==> config.mk <==
export PLATFORM = sky130hd
export DESIGN_NAME = seq_digit_mac_flat
export DESIGN_NICKNAME = d
export VERILOG_FILES = /design/src/rtl/seq_digit_mac_if.sv /design/src/rtl/seq_digit_mac.sv /design/src/flat_wrapper.sv
export SDC_FILE = /design/constraint.sdc
export NUM_CORES = 1
export LEC_CHECK = 0
export ABC_AREA = 1
export CAP_MARGIN = 20
export CORE_ASPECT_RATIO = 1.25
export CORE_MARGIN = 4
export CORE_UTILIZATION = 70
export CTS_CLUSTER_SIZE = 10
export DETAILED_ROUTE_END_ITERATION = 6
export DONT_BUFFER_PORTS = 1
export PLACE_DENSITY = 0.95
export SLEW_MARGIN = 20
export SYNTH_ARGS = -nofsm -noshare
export SYNTH_HDL_FRONTEND = slang
export SYNTH_SLANG_ARGS = --single-unit
==> constraint.sdc <==
create_clock -name clk -period 4.8 [get_ports clk]
set_input_delay 0.96 -clock clk [delete_from_list [all_inputs] [get_ports clk]]
set_output_delay 0.96 -clock clk [all_outputs]
set_load 0.02 [all_outputs]
==> src/rtl/seq_digit_mac_if.sv <==
// Operand/result bundle for seq_digit_mac: master drives operands and control,
// slave returns status, product and accumulator.
interface seq_digit_mac_if #(
   parameter int unsigned WIDTH = 8,
   parameter int unsigned ACC_W = 20
);
   logic                 start;
   logic                 acc_en;
   logic                 clear;
   logic [WIDTH-1:0]     a;
   logic [WIDTH-1:0]     b;
   logic                 busy;
   logic                 done;
   logic [2*WIDTH-1:0]   product;
   logic [ACC_W-1:0]     acc;
   logic                 acc_ovf;

   modport master (
      output start, acc_en, clear, a, b,
      input  busy, done, product, acc, acc_ovf
   );

   modport slave (
      input  start, acc_en, clear, a, b,
      output busy, done, product, acc, acc_ovf
   );
endinterface

==> src/rtl/seq_digit_mac.sv <==
// Sequential digit-serial multiplier feeding a wrapping accumulator (MAC stage).
// One DIGIT x DIGIT partial product is summed per cycle over all N*N digit pairs.
module seq_digit_mac #(
   parameter int unsigned WIDTH = 8,
   parameter int unsigned DIGIT = 2,
   parameter int unsigned ACC_W = 20
) (
   input logic            clk,
   input logic            rst,
   seq_digit_mac_if.slave bus
);
   localparam int unsigned N     = WIDTH / DIGIT;
   localparam int unsigned PW    = 2 * WIDTH;
   localparam int unsigned CNT_W = (N > 1) ? $clog2(N) : 1;

   typedef enum logic [1:0] {S_IDLE, S_MUL, S_ACC, S_DONE} state_t;

   state_t             state_q, state_d;
   logic [WIDTH-1:0]   a_q, a_d;
   logic [WIDTH-1:0]   b_q, b_d;
   logic               acc_en_q, acc_en_d;
   logic [CNT_W-1:0]   i_q, i_d;
   logic [CNT_W-1:0]   j_q, j_d;
   logic [PW-1:0]      product_q, product_d;
   logic [ACC_W-1:0]   acc_q, acc_d;
   logic               acc_ovf_q, acc_ovf_d;
   logic               busy_q, busy_d;
   logic               done_q, done_d;

   logic [DIGIT-1:0]   a_dig_c;
   logic [DIGIT-1:0]   b_dig_c;
   logic [PW-1:0]      part_c;
   logic [ACC_W:0]     acc_sum_c;
   logic               last_i_c;
   logic               last_j_c;

   // Current digit pair and its weighted partial product
   always_comb begin
      a_dig_c   = DIGIT'(a_q >> (DIGIT * 32'(i_q)));
      b_dig_c   = DIGIT'(b_q >> (DIGIT * 32'(j_q)));
      part_c    = (PW'(a_dig_c) * PW'(b_dig_c)) << (DIGIT * (32'(i_q) + 32'(j_q)));
      acc_sum_c = {1'b0, acc_q} + (ACC_W + 1)'(product_q);
      last_i_c  = (i_q == CNT_W'(N - 1));
      last_j_c  = (j_q == CNT_W'(N - 1));
   end

   always_comb begin
      state_d   = state_q;
      a_d       = a_q;
      b_d       = b_q;
      acc_en_d  = acc_en_q;
      i_d       = i_q;
      j_d       = j_q;
      product_d = product_q;
      acc_d     = acc_q;
      acc_ovf_d = acc_ovf_q;
      done_d    = 1'b0;

      case (state_q)
         S_IDLE: begin
            // Clear is applied before start so a combined request accumulates onto zero
            if (bus.clear) begin
               acc_d     = '0;
               acc_ovf_d = 1'b0;
            end
            if (bus.start) begin
               a_d       = bus.a;
               b_d       = bus.b;
               acc_en_d  = bus.acc_en;
               product_d = '0;
               i_d       = '0;
               j_d       = '0;
               state_d   = S_MUL;
            end
         end
         S_MUL: begin
            product_d = product_q + part_c;
            if (last_j_c) begin
               j_d = '0;
               if (last_i_c) begin
                  i_d     = '0;
                  state_d = S_ACC;
               end else begin
                  i_d = i_q + CNT_W'(1);
               end
            end else begin
               j_d = j_q + CNT_W'(1);
            end
         end
         S_ACC: begin
            if (acc_en_q) begin
               acc_d = acc_sum_c[ACC_W-1:0];
               if (acc_sum_c[ACC_W]) begin
                  acc_ovf_d = 1'b1;
               end
            end else begin
               acc_d = ACC_W'(product_q);
            end
            done_d  = 1'b1;
            state_d = S_DONE;
         end
         S_DONE: begin
            state_d = S_IDLE;
         end
         default: begin
            state_d = S_IDLE;
         end
      endcase

      busy_d = (state_d != S_IDLE);
   end

   always_ff @(posedge clk or posedge rst) begin
      if (rst) begin
         state_q   <= S_IDLE;
         a_q       <= '0;
         b_q       <= '0;
         acc_en_q  <= 1'b0;
         i_q       <= '0;
         j_q       <= '0;
         product_q <= '0;
         acc_q     <= '0;
         acc_ovf_q <= 1'b0;
         busy_q    <= 1'b0;
         done_q    <= 1'b0;
      end else begin
         state_q   <= state_d;
         a_q       <= a_d;
         b_q       <= b_d;
         acc_en_q  <= acc_en_d;
         i_q       <= i_d;
         j_q       <= j_d;
         product_q <= product_d;
         acc_q     <= acc_d;
         acc_ovf_q <= acc_ovf_d;
         busy_q    <= busy_d;
         done_q    <= done_d;
      end
   end

   assign bus.busy    = busy_q;
   assign bus.done    = done_q;
   assign bus.product = product_q;
   assign bus.acc     = acc_q;
   assign bus.acc_ovf = acc_ovf_q;
endmodule
==> src/flat_wrapper.sv <==
// flat-port wrapper written by rule: the top's interface ports become plain ports
module seq_digit_mac_flat 
#(
   parameter int unsigned WIDTH = 8,
   parameter int unsigned DIGIT = 2,
   parameter int unsigned ACC_W = 20
)
  (clk, rst, bus_start, bus_acc_en, bus_clear, bus_a, bus_b, bus_busy, bus_done, bus_product, bus_acc, bus_acc_ovf);
  seq_digit_mac_if #(.WIDTH(WIDTH), .ACC_W(ACC_W)) bus_i ();
  input logic clk;
  input logic rst;
  input wire logic [$bits(bus_i.start)-1:0] bus_start;
  input wire logic [$bits(bus_i.acc_en)-1:0] bus_acc_en;
  input wire logic [$bits(bus_i.clear)-1:0] bus_clear;
  input wire logic [$bits(bus_i.a)-1:0] bus_a;
  input wire logic [$bits(bus_i.b)-1:0] bus_b;
  output wire logic [$bits(bus_i.busy)-1:0] bus_busy;
  output wire logic [$bits(bus_i.done)-1:0] bus_done;
  output wire logic [$bits(bus_i.product)-1:0] bus_product;
  output wire logic [$bits(bus_i.acc)-1:0] bus_acc;
  output wire logic [$bits(bus_i.acc_ovf)-1:0] bus_acc_ovf;
  assign bus_i.start = bus_start;
  assign bus_i.acc_en = bus_acc_en;
  assign bus_i.clear = bus_clear;
  assign bus_i.a = bus_a;
  assign bus_i.b = bus_b;
  assign bus_busy = bus_i.busy;
  assign bus_done = bus_i.done;
  assign bus_product = bus_i.product;
  assign bus_acc = bus_i.acc;
  assign bus_acc_ovf = bus_i.acc_ovf;
  seq_digit_mac #(.WIDTH(WIDTH), .DIGIT(DIGIT), .ACC_W(ACC_W)) u_core (.clk(clk), .rst(rst), .bus(bus_i));
endmodule
==> impl_metrics.py, run 1 <==
metrics = {
    "outcome": {
        "status": "finished, final reports clean",
    },
    "clocking": {
        "ctsResizeCount": 0,
        "cts.sinks": 62,
        "root_buffer": "clkbuf_8",
        "cts_setup_buffers": 0,
        "htreeDepth": 3,
        "hold_buffers": 0,
        "tritoncts": "built",
        "insertion_delay_ps": 360,
        "cts.path.max_buffers": 2,
        "cts_buffers": 9,
        "clkTransAtPathRegs_ps": 90,
    },
    "detailed_routing": {
        "routed-via-count": 4962,
        "drt.antenna.violating_nets": 0,
        "routed_wl_um": 14000,
        "drtPass1Iterations": 6,
        "drtIter0Drc": 382,
        "via_per_inst": 5.97,
        "route.detailed.wl_per_inst_um": 16.8,
        "remaining_drc_errors": 0,
    },
    "timing": {
        "maxSlewHeadroom_pct": 42.6,
        "worst_pin_slew_ps": 861,
        "setup_ws_ps": 1550,
        "fmax_mhz": 308,
        "grt_setup_unrepaired": "no",
        "finalCriticalPeriod_ps": 3250,
        "drv_slew": 0,
        "finalClockSkew_ps": 18.2,
        "hold_viol": 0,
        "setup_tns_ps": 0,
        "finalSetupViolCount": 0,
        "period_share_pct": 67.6,
    },
    "die": {
        "dieHeight_um": 102,
        "io_pins": 60,
        "die_area_mm2": 0.00846,
        "die_x_um": 83.1,
        "core_mm2": 0.00669,
        "rows": 33,
        "start_util_pct": 73.8,
    },
    "place": {
        "place_inst": 815,
        "pre_cts_ws_ps": 1630,
        "hpwl_um": 10700,
        "numPortBuffers": 0,
        "placed_cell_area_mm2": 0.00500,
        "gp_congestion": 1.01,
    },
    "yosys": {
        "ys_warn_count": 0,
        "synthXorXnorAreaFrac_pct": 0.710,
        "syn_inst": 738,
        "yosysSeqAreaShare_pct": 31.4,
        "synth-compound-area-share_pct": 9.16,
        "syn_nets": 798,
        "synth_fa_ha_area_share_pct": 10.3,
        "ys_seq_elements": 62,
        "yosys.area.top_type": "dfrtp_1",
        "ys_types": 35,
        "ys.flop_type": "dfrtp_1",
        "ys_top_cells_by_area": "dfrtp_1, nand2_1, ha_1, inv_1, nand3_1",
        "netlist_area_mm2": 0.00493,
        "synth_top_family_by_area": "simple AND/OR/NAND/NOR gates",
        "synth-simple-area-share_pct": 35.6,
        "yosysTopAreaCellShare_pct": 31.4,
        "synthMuxAreaShare_pct": 3.65,
        "synth_edf_count": 0,
        "avgSynthCellArea_um2": 6.68,
        "synthArstFlopShare_pct": 100,
    },
    "worst_hold_path": {
        "hp-class": "input port to asynchronous set/reset pin",
    },
    "power_and_ir_drop": {
        "ir_drop_mv": 0.506,
        "power.leakage_nw": 2.91,
        "finalPower_mw": 3.78,
        "p_per_area_mw_per_mm2": 723,
    },
    "critical_path": {
        "critPathKind": "flop to flop",
        "worstPathMaxFanout": 7,
        "crit_required_ps": 5050,
        "cp-start-kind": "flop",
        "r2r_slack_ps": 1550,
        "critPathLaunch": "u_core.i_q[0]$_DFFE_PP0P_",
        "critPathArrivalTime_ps": 3490,
        "reg2reg_from": "u_core.i_q[0]$_DFFE_PP0P_",
        "critPathCaptureType": "flop",
    },
    "final_layout": {
        "layout_common_cells": "nand2_1, inv_1, nor2_1",
        "final_area_mm2": 0.00523,
        "antenna_cells": 0,
        "layout-drive-gt1-share_pct": 8.47,
        "layout.nets": 799,
        "syn_to_final_growth_pct": 5.91,
        "layout_commonest_cell": "nand2_1",
        "stdcell_count": 831,
    },
    "grt": {
        "grt_max_degree": 46,
        "grt_overflow": 0,
        "grt_pass1_vias": 4942,
        "antenna_found_initial": 0,
        "track_usage_pct": 34.3,
        "grt_pass1_wl_um": 23000,
    },
    "run": {
        "drv_cap": 0,
    },
}
[sequential cells by signal, indices dropped and copies added (netlist names)]
name                count
u_core.j_q              2
u_core.a_q              8
u_core.bus.product     16
u_core.bus.busy         1
u_core.b_q              8
u_core.bus.acc         20
u_core.state_q          2
u_core.bus.done         1
u_core.i_q              2
u_core.acc_en_q         1
u_core.bus.acc_ovf      1
[final cells by class]
| type | instances | area [µm²] |
|---|---|---|
| sequential | 62 | 1550 |
| clock inverter | 7 | 103 |
| tap | 87 | 109 |
| multi-input combinational | 560 | 2930 |
| timing repair buffer | 2 | 15.0 |
| clock buffer | 9 | 124 |
| fill | 511 | 1460 |
| inverter | 104 | 390 |
[Yosys cell counts, types with 3 or more instances]
cell	count
ha_1	36
inv_2	11
o21ai_0	23
inv_1	92
nand3b_1	8
nand3_1	53
o22ai_1	4
fa_1	3
nor2_1	65
mux2_2	15
o21ai_1	13
nor2_2	4
nand4_1	7
nand2_1	256
nand2_2	6
a21oi_1	39
clkbuf_1	3
xnor2_1	3
nor2_4	3
nor3_1	8
dfrtp_1	62
buf_2	8
[routing by layer]
layer	up-vias	wire, µm	global-route usage, %
li1	2372	-	-
met1	2288	4970	34.9
met2	229	7200	63.5
met3	73	945	7.10
met4	0	871	23.0
met5	-	0	0
[critical path, cell delays in order (launching register included)]
cell and delay [ps]:
dfrtp_1 470, ha_1 190, inv_1 50, fa_1 590
inv_1 150, nor2_1 120, inv_1 60, nor2_1 140
inv_1 90, fa_1 430, inv_1 80, nand3_1 60
nand2_1 140, nand2_1 70, nand3_1 160, nand2_1 100
nand2_1 80, nand2_1 40, nand3_1 70, nand2_1 50
[cell families after synthesis]
| logic type | Yosys count |
|---|---|
| flops | 62 |
| mux | 16 |
| fa+ha+maj | 39 |
| compound gates | 85 |
| xor+xnor | 4 |
| buf+inv | 116 |
| simple gates | 416 |
[per-stage QoR]
stage	util [%]	hold WS, ps
6_report	78.1	458
5_1_grt	78.1	479
4_1_cts	78.1	468
3_5_place_dp	74.7	495
3_3_place_gp	74.7	484
2_1_floorplan	-	465
[report_power, final]
group	internal (mW)	switching (mW)	total, mW	leakage, nW
sequential	0.717	0.379	1.10	0.789
combinational	0.758	1.39	2.15	2.01
clock	0.298	0.237	0.535	0.111
[worst paths after layout]
check                                                endpoint  cells past startpoint
max                        u_core.bus.product[10]$_DFFE_PP0P_                     19
min                                 u_core.bus.done$_DFF_PP0_                      1
max reg2reg                u_core.bus.product[10]$_DFFE_PP0P_                     19
min reg2reg                         u_core.b_q[1]$_DFFE_PP0P_                      1
max in group asynchronous           u_core.b_q[0]$_DFFE_PP0P_                      2
min in group clk                    u_core.b_q[1]$_DFFE_PP0P_                      1
No activity file was read; power rests on OpenSTA's default activity.
==> run 2: changes to the inputs <==
--- a/config.mk
+++ b/config.mk
@@ -9,11 +9,11 @@
 export CAP_MARGIN = 20
 export CORE_ASPECT_RATIO = 1.25
 export CORE_MARGIN = 4
-export CORE_UTILIZATION = 70
+export CORE_UTILIZATION = 65
 export CTS_CLUSTER_SIZE = 10
 export DETAILED_ROUTE_END_ITERATION = 6
 export DONT_BUFFER_PORTS = 1
-export PLACE_DENSITY = 0.95
+export PLACE_DENSITY = 0.93
 export SLEW_MARGIN = 20
 export SYNTH_ARGS = -nofsm -noshare
 export SYNTH_HDL_FRONTEND = slang
==> constraint.sdc (replaced) <==
create_clock -name clk -period 3.2 [get_ports clk]
set_input_delay 0.64 -clock clk [delete_from_list [all_inputs] [get_ports clk]]
set_output_delay 0.64 -clock clk [all_outputs]
set_load 0.02 [all_outputs]
==> impl_metrics.py, run 2 (synthesis gave the netlist of run 1 again) <==
metrics = {
    "die": {
        "io_pins": 60,
        "rows": 35,
        "dieHeight_um": 105,
        "core_mm2": 0.00740,
        "die_x_um": 85.9,
        "start_util_pct": 66.7,
        "die_area_mm2": 0.00906,
    },
    "critical_path": {
        "slowest_delay_ps": 420,
        "crit_slowest_cell": "dfrtp_1",
        "cp-start-kind": "flop",
        "crit_required_ps": 3440,
        "worstPathMaxFanout": 6,
        "critPathKind": "flop to flop",
        "critPathArrivalTime_ps": 3300,
        "critical-path-top-delay-family": "simple AND/OR/NAND/NOR gates",
        "crit_chain": "inv_2 > a21oi_1 > a32o_1 > nor2_1 > ha_1 > ha_1 > nand2_1 > nand2_1 > o21ai_0 > nor2_1 > ha_2 > a21oi_4 > nor2_1 > nor2_1 > nand2_2 > nand2_1 > nand3_1 > nand3_1 > nand2_1",
        "path_buf_inv": 1,
        "critPathCaptureType": "flop",
    },
    "timing": {
        "maxSlewHeadroom_pct": 47.8,
        "finalSetupViolCount": 0,
        "setup_tns_ps": 0,
        "drv_slew": 0,
        "worst_pin_slew_ps": 780,
        "grt_setup_unrepaired": "yes",
        "finalClockSkew_ps": 18.9,
        "finalCriticalPeriod_ps": 3060,
        "fmax_mhz": 327,
        "hold_viol": 0,
        "period_share_pct": 95.6,
    },
    "clocking": {
        "root_buffer": "clkbuf_8",
        "tritoncts": "built",
        "cts_buffers": 9,
        "htreeDepth": 3,
        "cts.sinks": 62,
        "insertion_delay_ps": 360,
        "clkTransAtPathRegs_ps": 90,
        "cts.path.max_buffers": 2,
    },
    "final_layout": {
        "layout-drive-gt1-share_pct": 15.2,
        "layout_commonest_cell": "nand2_1",
        "fillers": 600,
        "syn_to_final_growth_pct": 10.4,
        "layout.nets": 807,
        "layout_common_cells": "nand2_1, inv_1, nor2_1",
        "stdcell_count": 844,
        "multi_input_area_mm2": 0.00309,
        "seq_area_mm2": 0.00155,
        "antenna_cells": 0,
        "largest_reg_flops": 20,
    },
    "grt": {
        "antenna_found_initial": 0,
        "grt_pass1_wl_um": 22200,
        "grt_pass1_vias": 4756,
        "grt_max_degree": 24,
        "grt_overflow": 0,
        "track_usage_pct": 31.1,
    },
    "detailed_routing": {
        "drtIter0Drc": 329,
        "routed_wl_um": 14000,
        "via_per_inst": 5.83,
        "remaining_drc_errors": 0,
        "route.detailed.wl_per_inst_um": 16.6,
        "drtPass1Iterations": 5,
        "routed-via-count": 4917,
        "drt.antenna.violating_nets": 0,
    },
    "run": {
        "drv_cap": 0,
    },
    "power_and_ir_drop": {
        "ir_drop_mv": 0.802,
        "p_per_area_mw_per_mm2": 1110,
        "power.leakage_nw": 2.95,
    },
    "place": {
        "gp_congestion": 0.984,
        "numPortBuffers": 0,
        "hpwl_um": 10500,
        "place_inst": 824,
    },
    "worst_hold_path": {
        "hp-class": "input port to asynchronous set/reset pin",
    },
    "outcome": {
        "status": "finished, final reports clean",
    },
}
==> run 2: per-layer routing <==
metal / share of wire [%] / track usage (%)
met2: 51 / 55.1
met3: 5.1 / 5.71
met4: 4.7 / 15.4
met5: 0 / 0
met1: 39 / 35.1
==> run 2: area by class of cell <==
class | count | area share [%]
Tap cell | 92 | 2.11
Inverter | 104 | 7.21
Clock buffer | 11 | 2.60
Clock inverter | 5 | 1.52
Multi-Input combinational cell | 560 | 56.7
Timing Repair Buffer | 10 | 1.38
Sequential cell | 62 | 28.5
==> run 2: report_power, final <==
part           switching, mW  internal (mW)  leakage, nW
registers              0.541           1.08        0.787
clock network          0.350          0.461        0.102
logic                   2.28           1.35         2.06
total                   3.17           2.89         2.95
==> run 2: per-stage QoR <==
stage	power (mW)	setup WS, ps	utilization, %	hold slack (ps)	area, µm²
4_1_cts	5.59	31.1	71.1	147	5260
5_1_grt	6.52	-51.9	73.6	163	5450
6_report	6.06	140	73.6	132	5450
2_1_floorplan	4.00	395	-	465	4930
3_3_place_gp	4.66	70.3	68.0	483	5030
3_5_place_dp	4.76	36.1	68.0	481	5030
==> run 2: worst reg2reg max path: cells and delay by family (launching register included) <==
kind	cells	cell delay, ps
buffers and inverters	1	90
AOI/OAI and AO/OA	4	670
DFF	1	420
and+or+nand+nor	11	960
adders and majority gates	3	810
==> run 2: path summary, 6_finish.rpt <==
path	start	slack (ps)	cells after the start	to
worst max register to register	u_core.i_q[1]$_DFFE_PP0P_	140	19	u_core.bus.product[15]$_DFFE_PP0P_
worst min-delay path	rst	130	1	u_core.bus.acc[2]$_DFFE_PP0P_
max in group asynchronous	rst	2390	2	u_core.i_q[0]$_DFFE_PP0P_
worst max-delay path	u_core.i_q[1]$_DFFE_PP0P_	140	19	u_core.bus.product[15]$_DFFE_PP0P_
worst min register to register	u_core.a_q[2]$_DFFE_PP0P_	490	1	u_core.a_q[2]$_DFFE_PP0P_
min in group clk	bus_a[2]	420	1	u_core.a_q[2]$_DFFE_PP0P_
==> run 2: repair_timing <==
action	in CTS	in global routing
setup buffers	0	4
gates resized for setup	1	51
setup endpoints to repair	1	11
hold buffers	0	0
pin swaps	0	11
==> run 3: changes to the inputs <==
--- a/config.mk
+++ b/config.mk
@@ -10,7 +10,6 @@
 export CORE_ASPECT_RATIO = 1.25
 export CORE_MARGIN = 4
 export CORE_UTILIZATION = 65
-export CTS_CLUSTER_SIZE = 10
 export DETAILED_ROUTE_END_ITERATION = 6
 export DONT_BUFFER_PORTS = 1
 export PLACE_DENSITY = 0.93
==> results of run 3 <==
No change in the layout: final DEF, timing and power equal those of run 2.
